File: src/rtl/scan_pkg.sv
// Shared types and helpers for the channel-scan sequencer.
// Provides the FSM state enum, channel geometry and the next-set-bit priority find.
package scan_pkg;

  localparam int SCAN_CH    = 16;
  localparam int SCAN_IDX_W = 4;

  typedef enum logic {
    IDLE  = 1'b0,
    DWELL = 1'b1
  } scan_state_t;

  typedef struct packed {
    logic                  found;
    logic [SCAN_IDX_W-1:0] idx;
  } nsb_t;

  // Lowest set bit of mask at a position >= from; from may be SCAN_CH (nothing found).
  function automatic nsb_t next_set_bit(input logic [SCAN_CH-1:0] mask,
                                        input logic [SCAN_IDX_W:0]  from);
    nsb_t r;
    r = '0;
    for (int k = SCAN_CH - 1; k >= 0; k--) begin
      if (mask[k] && (k >= int'(from))) begin
        r.found = 1'b1;
        r.idx   = SCAN_IDX_W'(k);
      end
    end
    return r;
  endfunction

endpackage

File: src/rtl/dwell_counter.sv
// Per-channel dwell timer: counts 0..limit and pulses tc on the last count, then restarts at 0.
// Latency: tc is combinational from the count register; clr holds the count at 0 (no backpressure).
module dwell_counter #(
  parameter int DWELL_W = 8
) (
  input  logic               clk,
  input  logic               rst,
  input  logic               clr,
  input  logic [DWELL_W-1:0] limit,
  output logic               tc
);

  logic [DWELL_W-1:0] cnt_q, cnt_d;

  assign tc = !clr && (cnt_q == limit);

  always_comb begin
    cnt_d = cnt_q + DWELL_W'(1);
    if (clr || tc) begin
      cnt_d = '0;
    end
  end

  always_ff @(posedge clk) begin
    if (rst) begin
      cnt_q <= '0;
    end else begin
      cnt_q <= cnt_d;
    end
  end

endmodule

File: src/rtl/scan_index_gen.sv
// Channel-scan sequencer driving a 4-to-16 decoder; outputs registered, start-to-first-channel latency 1, no backpressure.
// SCAN_SKIP_MASK_EN: when defined, masked-off channels are skipped; otherwise all 16 channels are scanned.
module scan_index_gen
  import scan_pkg::*;
#(
  parameter int DWELL_W = 8
) (
  input  logic                  clk,
  input  logic                  rst,
  input  logic                  start,
  input  logic                  abort,
  input  logic                  continuous,
  input  logic [DWELL_W-1:0]    dwell,
  input  logic [SCAN_CH-1:0]    mask,
  output logic [SCAN_IDX_W-1:0] idx,
  output logic                  en,
  output logic                  step,
  output logic                  busy,
  output logic                  done
);

  scan_state_t           state_q, state_d;
  logic [SCAN_IDX_W-1:0] idx_q, idx_d;
  logic                  step_q, step_d;
  logic                  done_q, done_d;
  logic [DWELL_W-1:0]    dwell_q, dwell_d;
  logic [SCAN_CH-1:0]    mask_eff;
  logic [SCAN_CH-1:0]    mask_start;
  logic [SCAN_IDX_W:0]   idx_from;
  logic                  tc;
  nsb_t                  first_start, nxt_up, first_wrap;

`ifdef SCAN_SKIP_MASK_EN
  logic [SCAN_CH-1:0] mask_q, mask_d;
  assign mask_eff   = mask_q;
  assign mask_start = mask;
`else
  logic unused_mask;
  assign unused_mask = ^mask;
  assign mask_eff    = '1;
  assign mask_start  = '1;
`endif

  // Three parallel searches: first channel of a new sweep, next channel up, and wrap target.
  assign idx_from    = {1'b0, idx_q} + 5'd1;
  assign first_start = next_set_bit(mask_start, '0);
  assign nxt_up      = next_set_bit(mask_eff, idx_from);
  assign first_wrap  = next_set_bit(mask_eff, '0);

  dwell_counter #(
    .DWELL_W (DWELL_W)
  ) u_dwell_counter (
    .clk   (clk),
    .rst   (rst),
    .clr   (state_q != DWELL),
    .limit (dwell_q),
    .tc    (tc)
  );

  always_comb begin
    state_d = state_q;
    idx_d   = idx_q;
    step_d  = 1'b0;
    done_d  = 1'b0;
    dwell_d = dwell_q;
`ifdef SCAN_SKIP_MASK_EN
    mask_d  = mask_q;
`endif
    case (state_q)
      IDLE: begin
        if (start && !abort) begin
          dwell_d = dwell;
`ifdef SCAN_SKIP_MASK_EN
          mask_d  = mask;
`endif
          if (first_start.found) begin
            state_d = DWELL;
            idx_d   = first_start.idx;
            step_d  = 1'b1;
          end
`ifdef SCAN_SKIP_MASK_EN
          else begin
            done_d = 1'b1;
          end
`endif
        end
      end
      DWELL: begin
        if (abort) begin
          state_d = IDLE;
        end else if (tc) begin
          if (nxt_up.found) begin
            idx_d  = nxt_up.idx;
            step_d = 1'b1;
          end else if (continuous && first_wrap.found) begin
            idx_d  = first_wrap.idx;
            step_d = 1'b1;
          end else begin
            state_d = IDLE;
            done_d  = 1'b1;
          end
        end
      end
      default: state_d = IDLE;
    endcase
  end

  always_ff @(posedge clk) begin
    if (rst) begin
      state_q <= IDLE;
      idx_q   <= '0;
      step_q  <= 1'b0;
      done_q  <= 1'b0;
      dwell_q <= '0;
`ifdef SCAN_SKIP_MASK_EN
      mask_q  <= '0;
`endif
    end else begin
      state_q <= state_d;
      idx_q   <= idx_d;
      step_q  <= step_d;
      done_q  <= done_d;
      dwell_q <= dwell_d;
`ifdef SCAN_SKIP_MASK_EN
      mask_q  <= mask_d;
`endif
    end
  end

  // The decoder is enabled exactly while a channel is being held.
  assign busy = (state_q == DWELL);
  assign en   = busy;
  assign idx  = idx_q;
  assign step = step_q;
  assign done = done_q;

endmodule

File: config.mk
export PLATFORM = sky130hd
export DESIGN_NAME = scan_index_gen
export DESIGN_NICKNAME = d
export VERILOG_FILES = /design/src/rtl/scan_pkg.sv /design/src/rtl/dwell_counter.sv /design/src/rtl/scan_index_gen.sv
export SDC_FILE = /design/constraint.sdc
export NUM_CORES = 1
export LEC_CHECK = 0
export ABC_AREA = 1
export CAP_MARGIN = 20
export CELL_PAD_IN_SITES_DETAIL_PLACEMENT = 2
export CELL_PAD_IN_SITES_GLOBAL_PLACEMENT = 2
export CORE_MARGIN = 4
export CORE_UTILIZATION = 22
export CTS_CLUSTER_SIZE = 20
export DETAILED_ROUTE_END_ITERATION = 8
export PLACE_DENSITY = 0.75
export SLEW_MARGIN = 40
export SYNTH_ARGS = -nofsm -noshare
export SYNTH_HDL_FRONTEND = slang
export SYNTH_SLANG_ARGS = --single-unit
File: constraint.sdc
create_clock -name clk -period 1.35 [get_ports clk]
set_clock_uncertainty 0.2 [all_clocks]
set_input_delay 0.135 -clock clk [delete_from_list [all_inputs] [get_ports clk]]
set_output_delay 0.135 -clock clk [all_outputs]
set_load 0.01 [all_outputs]
## Word level (Yosys, flattened, before mapping)

Index checks and enable logic that the tools add are counted.

- Flip-flop bits (word level): 23
- Logic and storage cells: 71
- Input port bits: 29
- Output and inout bits: 8

- Add/subtract/negate cells: 2
- Reduce and logical (&&, ||, !) cells: 8
- Multiplexer cells: 32
- Bitwise operators: 2
- Equality and inequality tests: 5
- Order comparisons: 16

Operators by type and width:

| operator | count |
|---|---|
| 2-to-1 mux 5 bit | 16 |
| greater-or-equal comparator 4 x 5 -> 1 bit (first input constant) | 8 |
| greater-or-equal comparator 3 x 5 -> 1 bit (first input constant) | 4 |
| 2-to-1 mux 4 bit | 5 |
| greater-or-equal comparator 1 x 5 -> 1 bit (first input constant) | 2 |
| greater-or-equal comparator 2 x 5 -> 1 bit (first input constant) | 2 |
| adder 8 x 1 -> 8 bit (second input constant) | 1 |
| == test 8 bit | 1 |
| 2-to-1 mux 1 bit | 8 |
| one-hot mux 4 bit (2 select lines) | 1 |
| adder 4 x 1 -> 5 bit (second input constant) | 1 |
| OR reduction 5 bit | 1 |
| inequality test 2 bit (second input constant) | 2 |
| one-hot mux 1 bit (2 select lines) | 2 |
| AND reduction 4 bit | 1 |
| inequality test 3 x 2 -> 1 bit (second input constant) | 1 |
| logical AND 1 bit | 2 |
| inequality test 2 x 1 -> 1 bit (second input constant) | 1 |
| inverter 1 bit | 2 |
| AND reduction 2 bit | 1 |
| OR reduction 2 bit | 1 |
| zero test 1 bit | 1 |
| logical OR 1 bit | 1 |

## Depth between registers and ports, before layout

Gate-level depths: netlist of run 1.

- Word-level depth: 22
- Mapped depth: 10

## Modules after synthesis

From an unflattened synthesis of run 1, not the netlist that was laid out.

- Cells, all modules: 157
- Area, all modules: 1149.9 µm²

Modules (own cells, without submodules):

| module | cells an instance | seq. area each (µm²) | area an instance (µm²) | times used |
|---|---|---|---|---|
| scan_index_gen | 85 | 300.3 | 670.6 | 1 |
| dwell_counter | 72 | 160.2 | 479.2 | 1 |

## Least setup slack after synthesis of run 1

No wires, ideal clock.

- Path type: register -> register
- Start: register idx_q[0], in the netlist idx[0]
- End: register idx_q[2], in the netlist idx[2]
- Library setup time: 0.115 ns
- Buffers on the path: 0
- Required time: 1.035 ns
- Stages on the path, launching flop included: 8
- Arrival: 1.196 ns
- Setup slack: -0.161 ns
- Path through: dfxtp_1 > ha_1 > nand3_1 > nor3_2 > a21oi_2 > nand3_1 > nand2_1 > nor2_1

- Cells in the longest elaborated chain, start to end: 22
- Elaborated cells between the ends (all ways): 39
- Classes of those cells: 1 x add/sub; 16 x order compare; 1 x eq/ne; 20 x mux; 1 x reduce/logical

Ends and longest elaborated chain:

| element | RTL line | text |
|---|---|---|
| start: declaration | scan_index_gen.sv:23 | `logic [SCAN_IDX_W-1:0] idx_q, idx_d;` |
| start signal: assignment | scan_index_gen.sv:120 | `idx_q <= idx_d;` |
| adder 4 x 1 -> 5 bit (*) | scan_index_gen.sv:45 | `assign idx_from = {1'b0, idx_q} + 5'd1;` |
| greater-or-equal comparator 4 x 5 -> 1 bit | scan_pkg.sv:24 | `if (mask[k] && (k >= int'(from))) begin` |
| 2-to-1 mux 5 bit (15 in series) | scan_pkg.sv:24 |  |
| 2-to-1 mux 5 bit (*) | scan_pkg.sv:24 |  |
| 2-to-1 mux 4 bit | scan_index_gen.sv:92 | `if (nxt_up.found) begin` |
| 2-to-1 mux 4 bit | scan_index_gen.sv:91 | `end else if (tc) begin` |
| 2-to-1 mux 4 bit | scan_index_gen.sv:89 | `if (abort) begin` |
| one-hot mux 4 bit (2 select lines) | scan_index_gen.sv:69 | `case (state_q)` |

Mark *: on every way between the ends. The rest lies on a longest branch, timed or not. The select of a mux whose other input is x is not followed.
A chain may end at the register's enable or synchronous reset.

## Worst setup path in the final report of run 1

Ends and elaborated chain as after synthesis.

==> impl_results.md, run 1 <==
- Outcome: finished with violations
- Violated checks: setup timing
- Die width: 79.82 um
- Sequential share of the synthesized area: 0.4057
- Die area: 6371 um^2
- Peak VDD IR: 0.4457 mV
- Clock Pin Slew Worst Setup and Hold Paths: 90 ps
- H-tree depth: 1
- Clock tree buffer depth: 2
- Yosys warns: 0
- Cell Pwr Density: 788.4 nW/um^2
- Syn_area_per_cell: 7.720 um^2
- Setup Viol. Count Final: 16
- Mapped Cells: 147
- Wirelength per Cell: 14.81 um
- Top cell type's share of synthesized area: 0.4057
- Slew Viols, Final: 0
- Tot GR Track Use: 0.1263
- Ant. Diodes: 0
- Register bit count reported by yosys: 23
- Worst-margin pin slew: 203.3 ps
- Area growth from synthesis to layout: 77.18%
- Min-delay worst type: register to register
- Yosys cell types: 26
- CTS root buffer: clkbuf_8
- Core Area: 4848 um^2
- Synth top area cells: dfxtp_1 41%, nand2_1 9.6%, a21oi_1 6.2%
- RSZ-0062 raised after global routing: yes
- Crit Path Category: register to register
- Fin area: 2011 um^2
- Predominant post-synthesis flop cell: dfxtp_1
- Initial antenna violation count: 0
- EDFF count, synth: 0
- Total number of vias: 1194
- Synth Cell Area: 1135 um^2
- Setup TNS: -1385 ps
- DRT Wirelength: 4044 um
- Drt pass-1 iters: 2
- Initial Utilization: 0.2341
- Share of layout cells above drive strength 1: 0.5340
- Top Ports: 37
- Sequential power share: 0.469
- Dominant cell type by area after synthesis: dfxtp_1
- Non-filler instance count after layout: 273
- WP data arrival: 1510 ps
- Final WS setup: -198.2 ps
- Post-route DRC: 0
- Pre-CTS setup slack: -229.0 ps
- Crit-path max cell delay: 370 ps
- Rows: 25
- Die Y: 79.82 um
- Grt ovf: 0
- Multi-input logic area: 824.5 um^2
- Cell leakage power: 0.8167 nW
- Slew HR: 0.8632
- Combinational share of power: 0.256
- Vias/cell: 4.374
- CP Max Fanout: 9
- CP required: 1310 ps
- CTS sink cnt: 23
- Endpoints failing hold: 0
- Placed Cells: 261
- DR iter-0 viols: 20
- Clk pwr share: 0.275
- Period utilization: 1.147
- Psw: 0.0004649 W
- Detail Route Antenna Nets: 0
- # fillers: 558
- Layout net count: 239
- Fmax: 0.6459 GHz
- Register area: 484.2 um^2
- First-pass GRT wire length: 6272 um
- Max cap viols: 0
- Num CTS Buffers: 3
- Vias in the first global route: 1327
- RePlAce Congestion: 0.7529
- Worst setup SP type: register
- Hold Buf Count CTS: 0
- CTS tree: built
- DP Area: 1658 um^2
- Crit-path cells: ha_4 > nand3_4 > nor3_4 > a21oi_4 > buf_12 > a21oi_2 > nor2_1
- Switching Fraction: 0.2933
- Clock Latency Late Sink: 270 ps
- Syn_nets: 179
- Dpl hpwl: 2908 um
- Final worst hold slack: 266.3 ps
- Post-synth ARST share: 0
- Worst path slowest cell: dfxtp_4
- P_int: 0.001120 W
- Largest net degree at the start of global routing: 14
- Number of I/O port buffers: 20
- Final Critical Period: 1548 ps
- CP Capture Type: register
## per-stage QoR
stage / total power (W) / utilization
CTS: 0.001522 / 0.3742
floorplan: 0.0008984 / -
finish: 0.001585 / 0.4147
detailed placement: 0.001059 / 0.3419
global placement: 0.001037 / 0.3419
global route: 0.001681 / 0.4147
## worst max-delay path: cells and delay by family (launching register included)
family | cells | cell delay, ps
AOI/OAI and AO/OA | 2 | 210
adders and majority gates | 1 | 150
buffers and inverters | 1 | 150
DFF | 1 | 370
and+or+nand+nor | 3 | 350
## repair_timing
item | in CTS | in global routing
setup endpoints to repair | 23 | 23
gates resized for setup | 40 | 41
pin swaps | 17 | 19
buffers inserted | 3 | 6
cloned | 1 | 0
## flip-flops by register name (all words and copies together), names as in the netlist
| register | flops |
|---|---|
| dwell_q | 8 |
| idx | 4 |
| u_dwell_counter.cnt_q | 8 |
| busy | 1 |
| done | 1 |
| step | 1 |
## power by group through the flow
stage	Combinational, W	Clock [W]	Sequential (W)
3_3_place_gp	0.000285	0	0.000752
6_report	0.000406	0.000436	0.000743
2_1_floorplan	0.000141	0	0.000758
5_1_grt	0.000441	0.000491	0.000749
4_1_cts	0.000332	0.000452	0.000738
3_5_place_dp	0.000306	0	0.000753
## cell usage after synthesis (3+ instances only)
master and number:
ha_1 3, nand2_1 29, inv_2 3, a21oi_1 14, o21ai_0 9, inv_1 15
xor2_1 4, nor2_1 14, nor2_2 3, nand3_1 8, dfxtp_1 23, xnor2_1 5
## metal layers
layer  track usage  routed length [um]  up-vias
li1              -                   -      587
met1        0.1282                1567      589
met2        0.2646                2345       16
met3       0.02596                 114        2
met4       0.01520                  17        0
met5             0                   0        -
## kinds of logic after synthesis
logic type / after synthesis / synth area share
compound gates: 24 / 0.1092
xor+xnor: 9 / 0.06945
fa+ha+maj: 3 / 0.03308
buf+inv: 22 / 0.08047
flops: 23 / 0.4057
simple gates: 66 / 0.3021
## area by class of cell
| cell class | count | share of cell area |
|---|---|---|
| Multi-Input combinational cell | 103 | 0.4101 |
| Clock inverter | 1 | 0.002489 |
| Sequential cell | 23 | 0.2408 |
| Clock buffer | 3 | 0.02054 |
| Inverter | 18 | 0.03360 |
| Timing Repair Buffer | 58 | 0.2508 |
| Tap cell | 67 | 0.04169 |
## cell usage in the layout, fill, tap and decap left out, types with 2 or more instances in the layout
cell             Yosys  final
nor2_4               0      3
inv_2                3      9
inv_1               15      9
nand3_4              1      6
o21ai_1              0      4
nand3_2              1      4
xnor2_2              0      3
nor2_1              14     11
clkdlybuf4s50_1      0     12
nand2_2              0      6
nand4_1              2      2
dfxtp_1             23      6
xnor2_1              5      2
xor2_1               4      4
a21oi_1             14     10
ha_4                 0      3
nor2_2               3      3
buf_4                2     34
clkbuf_8             0      3
o21ai_0              9      5
nand2_1             29     23
dfxtp_2              0     16
dlygate4sd2_1        0      6
buf_6                0      4
a21oi_4              0      3
a21oi_2              1      2
## final timing paths
kind                   start          to  slack, ps  depth (start not counted)
setup / recovery      idx[0]      idx[2]       -200                          7
hold / removal    dwell_q[6]  dwell_q[6]        270                          2
hold reg to reg   dwell_q[6]  dwell_q[6]        270                          2
setup reg to reg      idx[0]      idx[2]       -200                          7
Power figures use the tool's default switching activity.
==> inputs of run 2 (changes only) <==
- CORE_MARGIN: 4 -> not set
- CORE_UTILIZATION: 22 -> 23
- CTS_BUF_LIST: not set -> sky130_fd_sc_hd__clkbuf_2 sky130_fd_sc_hd__clkbuf_4 sky130_fd_sc_hd__clkbuf_8
- PLACE_DENSITY: 0.75 -> 0.77
==> impl_results.md, run 2 (synthesis gave the netlist of run 1 again) <==
- Share of layout cells above drive strength 1: 0.5147 (-0.01927)
- Dpl hpwl: 2683 um (-7.7%)
- Slew HR: 0.8030 (-0.06016)
- Peak VDD IR: 0.3603 mV (-19%)
- Switching Fraction: 0.2986 (+0.005349)
- WP data arrival: 1440 ps (-70 ps)
- Drt pass-1 iters: 4 (+2)
- Setup Viol. Count Final: 15 (-1)
- Most common cell after layout, fill and taps aside: buf_4
- DR iter-0 viols: 29 (+45%)
- Cell Pwr Density: 807.8 nW/um^2 (+2.5%)
- Worst setup SP type: register
- Hold EP: done
- Total number of vias: 1183 (-0.92%)
- Worst R2R End: idx[3]
- P_int: 0.001090 W (-2.7%)
- First-pass GRT wire length: 6127 um (-2.3%)
- Pre-CTS setup slack: -283.7 ps (-54.67 ps)
- Max cap viols: 0 (unchanged)
- Core Area: 4723 um^2 (-2.6%)
- Violated checks: setup timing
- Hold depth: 2 (unchanged)
- Num CTS Buffers: 3 (unchanged)
- Detail Route Antenna Nets: 0 (unchanged)
- Min-delay worst type: input port to register
- R2R Setup Slk: -110 ps (+90 ps)
- Worst-margin pin slew: 292.8 ps (+89.42 ps)
- Endpoints failing hold: 0 (unchanged)
- Slew Viols, Final: 0 (unchanged)
- Setup TNS: -820.0 ps (+564.9 ps)
- CTS root buffer: clkbuf_8
- Total Power: 0.001553 W (-2.0%)
- Layout net count: 237 (-0.84%)
- Largest net degree at the start of global routing: 18 (+4)
- Ant. Diodes: 0 (unchanged)
- Final WS setup: -112.3 ps (+85.90 ps)
- Cell leakage power: 0.8010 nW (-1.9%)
- Number of I/O port buffers: 20 (unchanged)
- Final Critical Period: 1462 ps (-85.90 ps)
- Clock tree buffer depth: 2 (unchanged)
- Commonest non-fill, non-tap cells in the layout: 30 x buf_4, 20 x nand2_1, 16 x dfxtp_2
- Rows: 25 (unchanged)
- Clk pwr share: 0.299 (+0.024)
- Initial antenna violation count: 0 (unchanged)
- Clock Latency Late Sink: 280 ps (about the same)
- Die Y: 72.25 um (-9.5%)
- Placed Cells: 261 (unchanged)
- CTS sink cnt: 23 (unchanged)
- Wirelength per Cell: 14.27 um (-3.7%)
- Die area: 5219 um^2 (-18%)
- Vias in the first global route: 1306 (-1.6%)
- Final worst hold slack: 49.67 ps (-216.7 ps)
- Grt ovf: 0 (unchanged)
- CP required: 1330 ps (+20 ps)
- Combinational share of power: 0.222 (-0.034)
- Die width: 72.25 um (-9.5%)
- Outcome: finished with violations
- H-tree depth: 1 (unchanged)
- CTS tree: built
- CP Capture Type: register
- Sequential power share: 0.479 (+0.010)
- RSZ-0062 raised after global routing: yes
- Worst reg2reg path startpoint: dwell_q[0]
- Area growth from synthesis to layout: 69.46%
- RePlAce Congestion: 0.7303 (-3.0%)
- Initial Utilization: 0.2403 (+0.006200)
- Non-filler instance count after layout: 271 (-0.73%)
- Vias/cell: 4.365 (-0.19%)
- Psw: 0.0004639 W (-0.21%)
- Post-route DRC: 0 (unchanged)
- Period utilization: 1.083 (-0.06363)
- # fillers: 533 (-4.5%)
- Clock Pin Slew Worst Setup and Hold Paths: 100 ps (about the same)
- Min-delay src: abort
- Crit Path Category: register to register
- DRT Wirelength: 3866 um (-4.4%)
- Fmax: 0.6839 GHz (+5.9%)
- Tot GR Track Use: 0.1519 (+0.02561)
- Top Ports: 37 (unchanged)
- Cell depth of the worst flop-to-flop path: 10 (+3)
- CP Max Fanout: 5 (-4)
-- run 2: how the worst max path moves through the flow --
stage / cells past startpoint / start / to
6_report: 10 / dwell_q[0] / idx[3]
5_1_grt: 8 / dwell_q[1] / idx[2]
4_1_cts: 8 / dwell_q[5] / idx[3]
3_5_place_dp: 6 / abort / idx[3]
3_3_place_gp: 6 / abort / idx[3]
2_1_floorplan: 7 / idx[0] / idx[3]
-- run 2: per-stage QoR --
step / utilization / cell area (um^2)
final: 0.4072 / 1923
after global routing: 0.4072 / 1923
after CTS: 0.3902 / 1843
after detailed placement: 0.3510 / 1658
after global placement: 0.3510 / 1658
after floorplan: - / 1175
-- run 2: power by group through the flow --
stage	registers, W	clock network (W)	logic (W)
global placement	0.000751	0	0.000284
detailed placement	0.000754	0	0.000299
floorplan	0.000758	0	0.000141
global route	0.000748	0.000517	0.000383
finish	0.000744	0.000465	0.000345
CTS	0.000746	0.000475	0.000322
-- run 2: metal layers --
layer / global-route usage / up-vias / part of all wire
li1: - / 586 / -
met1: 0.1745 / 582 / 0.42
met2: 0.2918 / 13 / 0.56
met3: 0.02917 / 2 / 0.023
met4: 0.02614 / 0 / 0.0057
met5: 0 / - / 0
-- run 2: timing repair --
item,CTS,global route
pin swaps,12,15
endpoints found under the setup margin,23,26
setup buffers,2,2
hold buffers,0,0
gates cloned,1,1
endpoints found under the hold margin,0,0
gates resized for setup,51,23
-- run 2: area by class of cell --
cell class | count | area, um^2 | area share
Timing Repair Buffer | 55 | 466.7 | 0.2427
Sequential cell | 23 | 491.7 | 0.2557
Inverter | 18 | 67.56 | 0.03513
Multi-Input combinational cell | 104 | 764.5 | 0.3975
Tap cell | 67 | 83.83 | 0.04359
Clock inverter | 1 | 7.507 | 0.003904
Clock buffer | 3 | 41.29 | 0.02147
-- run 2: worst max-delay path: stages, from the launching register on --
cell     delay (ps)
dfxtp_2         330
inv_1            80
nand2_2          60
nand2_2          70
nand2_2          70
nor2_4          160
nand3_4         100
nand2_4         120
nand3_2          70
nand2_1          70
nor2_1           40
